## src/rtl/fetch_ctrl.sv

```systemverilog
// Instruction fetch controller.
// Requests one word at a time from instruction memory, holds it for the
// downstream stage, and follows branch/jump redirects. Illegal fetch
// targets stop the fetcher in HALT with a sticky fault.
module fetch_ctrl #(
    parameter logic [31:0] RESET_PC   = 32'h0000_3000,
    parameter int unsigned IMEM_WORDS = 4096
) (
    input  logic        clk,
    input  logic        reset,
    output logic        imem_req,
    output logic [31:0] imem_addr,
    input  logic        imem_ready,
    input  logic [31:0] imem_rdata,
    input  logic        stall,
    input  logic        redirect_valid,
    input  logic [31:0] redirect_pc,
    output logic [31:0] pc,
    output logic [31:0] instr,
    output logic        instr_valid,
    output logic        fault,
    output logic [15:0] issue_count
);

    typedef enum logic [1:0] {
        IDLE  = 2'd0,
        FETCH = 2'd1,
        HOLD  = 2'd2,
        HALT  = 2'd3
    } state_t;

    // Bounds are kept 33 bits wide so the upper limit cannot wrap.
    localparam logic [32:0] FIRST_ADDR = {1'b0, RESET_PC};
    localparam logic [32:0] LAST_ADDR  = FIRST_ADDR + 33'(4 * IMEM_WORDS) - 33'd4;

    // A fetch address is legal when word aligned and inside instruction memory.
    function automatic logic addr_legal(input logic [31:0] addr);
        logic [32:0] wide;
        wide = {1'b0, addr};
        return (addr[1:0] == 2'b00) && (wide >= FIRST_ADDR) && (wide <= LAST_ADDR);
    endfunction

    state_t      state;
    state_t      state_next;
    logic [31:0] pc_next;
    logic [31:0] instr_next;
    logic        fault_next;
    logic [15:0] count_next;
    logic        pend_valid;
    logic        pend_valid_next;
    logic [31:0] pend_pc;
    logic [31:0] pend_pc_next;
    logic [31:0] seq_pc;
    logic [31:0] fetch_target;

    // Same-cycle redirect wins over an older pending redirect.
    assign seq_pc       = pc + 32'd4;
    assign fetch_target = redirect_valid ? redirect_pc : pend_pc;

    // Outputs depend only on registered state.
    assign imem_req    = (state == FETCH);
    assign imem_addr   = pc;
    assign instr_valid = (state == HOLD);

    // Next-state and datapath decisions; every target is checked as it is applied.
    always_comb begin
        state_next      = state;
        pc_next         = pc;
        instr_next      = instr;
        fault_next      = fault;
        count_next      = issue_count;
        pend_valid_next = pend_valid;
        pend_pc_next    = pend_pc;

        case (state)
            IDLE: begin
                state_next = FETCH;
            end

            FETCH: begin
                if (imem_ready) begin
                    if (redirect_valid || pend_valid) begin
                        pend_valid_next = 1'b0;
                        pc_next         = fetch_target;
                        if (!addr_legal(fetch_target)) begin
                            state_next = HALT;
                            fault_next = 1'b1;
                        end
                    end else begin
                        instr_next = imem_rdata;
                        state_next = HOLD;
                    end
                end else if (redirect_valid) begin
                    pend_valid_next = 1'b1;
                    pend_pc_next    = redirect_pc;
                end
            end

            HOLD: begin
                if (redirect_valid) begin
                    pc_next         = redirect_pc;
                    pend_valid_next = 1'b0;
                    if (addr_legal(redirect_pc)) begin
                        state_next = FETCH;
                    end else begin
                        state_next = HALT;
                        fault_next = 1'b1;
                    end
                end else if (!stall) begin
                    count_next = issue_count + 16'd1;
                    pc_next    = seq_pc;
                    if (addr_legal(seq_pc)) begin
                        state_next = FETCH;
                    end else begin
                        state_next = HALT;
                        fault_next = 1'b1;
                    end
                end
            end

            HALT: begin
                state_next = HALT;
            end

            default: begin
                state_next = IDLE;
            end
        endcase
    end

    // State and datapath registers with asynchronous active-low reset.
    always_ff @(posedge clk or negedge reset) begin
        if (!reset) begin
            state       <= IDLE;
            pc          <= RESET_PC;
            instr       <= 32'd0;
            fault       <= 1'b0;
            issue_count <= 16'd0;
            pend_valid  <= 1'b0;
            pend_pc     <= 32'd0;
        end else begin
            state       <= state_next;
            pc          <= pc_next;
            instr       <= instr_next;
            fault       <= fault_next;
            issue_count <= count_next;
            pend_valid  <= pend_valid_next;
            pend_pc     <= pend_pc_next;
        end
    end

endmodule
```

## config.mk

```make
export PLATFORM = sky130hd
export DESIGN_NAME = fetch_ctrl
export DESIGN_NICKNAME = d
export VERILOG_FILES = /design/src/rtl/fetch_ctrl.sv
export SDC_FILE = /design/constraint.sdc
export NUM_CORES = 1
export LEC_CHECK = 0
export ABC_CLOCK_PERIOD_IN_PS = 4700
export CAP_MARGIN = 20
export CORE_AREA = 2 2 133 135
export CTS_CLUSTER_SIZE = 40
export DETAILED_ROUTE_END_ITERATION = 8
export DIE_AREA = 0 0 135 137
export PLACE_DENSITY = 0.67
export SYNTH_ARGS = -nofsm -noshare
export SYNTH_HDL_FRONTEND = slang
export SYNTH_SLANG_ARGS = --single-unit
```

## constraint.sdc

```tcl
create_clock -name clk -period 4.7 [get_ports clk]
set_input_delay 0.94 -clock clk [delete_from_list [all_inputs] [get_ports clk]]
set_output_delay 0.94 -clock clk [all_outputs]
set_load 0.1 [all_outputs]
```

==> impl_metrics.tcl <==
set metrics [dict create \
    dpl.hpwl_mm 12.7 \
    cts_inserted_buffers 17 \
    cap_violations 0 \
    antenna_left 0 \
    synth_most_common_cell "dfrtp_1" \
    yosysTopAreaCellShare_pct 44.7 \
    clkTransAtPathRegs_ns 0.06 \
    placedCellCount 1013 \
    synth_area_leaders "dfrtp_1 (45%), mux2_2 (11%), buf_4 (3.8%)" \
    instances_no_fill 1045 \
    grt_start_max_net_pins 61 \
    setup_viol 0 \
    arrival_ns 2.38 \
    holdBufCountCts 0 \
    max_freq_mhz 301 \
    cts_max_path_buffers 2 \
    finalWorstPathRequiredPeriod_ns 3.32 \
    grt-ovfl-total 0 \
    clk_latency_ns 0.42 \
    multi_input_area_um2 3050 \
    core_um2 17100 \
    grt_use_total_pct 20.1 \
    crit_chain "inv_1, ha_1, clkdlybuf4s50_1" \
    final_nets 883 \
    postCtsSetupBuffers 0 \
    die_w_um 135 \
    numPortBuffers 183 \
    grt_pass1_vias 5317 \
    finalHoldViolations 0 \
    fin_crit_sh_pct 70.6 \
    tightest_slew_ns 1.01 \
    io_pins 184 \
    synth.net_count 740 \
    worstPathRequired_ns 3.76 \
    vias 5621 \
    first_iter_violations 355 \
    wl_per_cell_um 17.3 \
    yosysTopAreaCell "dfrtp_1" \
    dr_wl_met2_mm 8.43 \
    dieArea_um2 18500 \
    cp.buffers_inverters 2 \
    synth_top_flop_cell "dfrtp_1" \
    dr.pass1.iters 5 \
    initial_core_util_pct 37.4 \
    synth_common_cells "dfrtp_1 (114), mux2_2 (65), nand2_1 (60), nor2_1 (52), a21oi_1 (42)" \
    ys_async_sr_fraction_pct 100 \
    wl_met1_mm 7.85 \
    synthDistinctLibCells 55 \
    synthesis.instances 664 \
    ctsRootBufferMaster "clkbuf_16" \
    critical-path-max-stage-delay_ns 1.19 \
    setup_tns_ns 0 \
    via_per_inst 5.38 \
    routed_wl_mm 18.1 \
    rows 48 \
    grt_setup_unrepaired "false" \
    route.met3.wl_mm 1.50 \
    fp.dieH_um 137 \
    ys_seq_area_share_pct 45.5 \
    cts_tree "built" \
    synth-edff-count 0 \
    ctsResizeCount 0 \
    cts.sinks 116 \
    syn_avg_cell_area_um2 9.61 \
    diodes 0 \
    n_fill_cell 1611 \
    yosys_warnings 0 \
    drv_slew 0 \
    critical_path.top_delay_family "buffers and inverters" \
    skew_ns 0.00910 \
    place.gp.congestion 0.874 \
    crit_type "reg -> out" \
    area_growth_pct 37.8 \
    critPathCaptureType "output port" \
    hold_class "reg -> reg" \
    crit_slowest_cell "clkdlybuf4s50_1" \
    crit_path_max_fanout 5 \
    status "complete, no violations" \
    synthesis.area_um2 6380 \
    antenna_found_initial 0 \
    slew-limit-headroom_pct 32.5 \
    drive_gt1_share_pct 14.4 \
    drc 0 \
    routed.top_layer "met4" \
    startpoint_type "flip-flop" \
    seq_area_um2 2910 \
    h-tree-depth 4 \
    ys_ff_latch 116 \
    grt_pass1_wl_mm 28.8 \
]
[cell families (layout without fill, tap and decap cells)]
family	after synthesis	count (layout)	synth area share [%]
AND/OR/NAND/NOR	228	228	17.6
AO/OA/AOI/OAI	134	134	12.8
flip-flops	116	116	45.5
buffers and inverters	82	238	6.80
multiplexers	66	66	11.6
XOR/XNOR	31	31	4.25
adder cells (fa/ha/maj)	7	7	1.37
[sequential cells by signal (all words and copies together) (netlist names)]
name	count
imem_addr	32
pend_pc	32
pend_valid	1
instr	32
state	2
fault	1
issue_count	16
[layout by cell type (no fill, tap or decap), drive strengths merged, types with 13 or more instances in the layout]
master / Yosys / final
clkdlybuf4s50: 0 / 180
dfrtp: 114 / 114
mux2: 65 / 65
nand2: 60 / 60
nor2: 52 / 52
a21oi: 42 / 42
o21ai: 40 / 40
nand3: 26 / 26
nor4: 23 / 23
nand4: 19 / 19
clkbuf: 30 / 18
nor3: 17 / 17
xnor2: 16 / 16
xor2: 15 / 15
inv: 12 / 15
buf: 40 / 14
a211oi: 13 / 13
[through the flow]
step	instance area [um^2]	setup WS [ns]	utilization, %	hold slack, ns
final	8800	1.38	51.6	0.495
after global routing	8800	1.27	51.6	0.511
after CTS	8800	1.36	51.6	0.507
after detailed placement	8180	1.43	48.0	0.494
after global placement	8180	1.53	48.0	0.488
after floorplan	6380	1.45	-	0.479
[final cells by class]
| cell class | instances | share of cell area, % |
|---|---|---|
| clock inverters | 14 | 1.99 |
| repair buffers | 194 | 21.6 |
| multi-input cells | 466 | 34.6 |
| clock buffers | 18 | 4.99 |
| well taps | 225 | 3.20 |
| flip-flops and latches | 116 | 33.0 |
| inverters | 12 | 0.512 |
[final timing paths]
path | start | end | slack, ns | depth (start not counted)
setup / recovery | state[1]$_DFFE_PN0P_ | imem_req | 1.38 | 3
hold / removal | issue_count[15]$_DFFE_PN0P_ | issue_count[15]$_DFFE_PN0P_ | 0.50 | 1
setup reg to reg | imem_addr[7]$_DFFE_PN0P_ | state[1]$_DFFE_PN0P_ | 1.64 | 7
hold reg to reg | issue_count[15]$_DFFE_PN0P_ | issue_count[15]$_DFFE_PN0P_ | 0.50 | 1
max in group asynchronous | reset | instr[31]$_DFFE_PN0P_ | 3.15 | 2
min in group asynchronous | reset | issue_count[10]$_DFFE_PN0P_ | 0.60 | 1
[layer usage]
metal / vias up / GRT usage [%]
met5: - / 0
met4: 0 / 7.29
met3: 23 / 6.78
met2: 236 / 31.2
met1: 2695 / 26.1
li1: 2667 / -
Power is left out: the tool's default activity adds up to more than one toggle a clock period on the data nets, which glitch-free logic cannot reach.
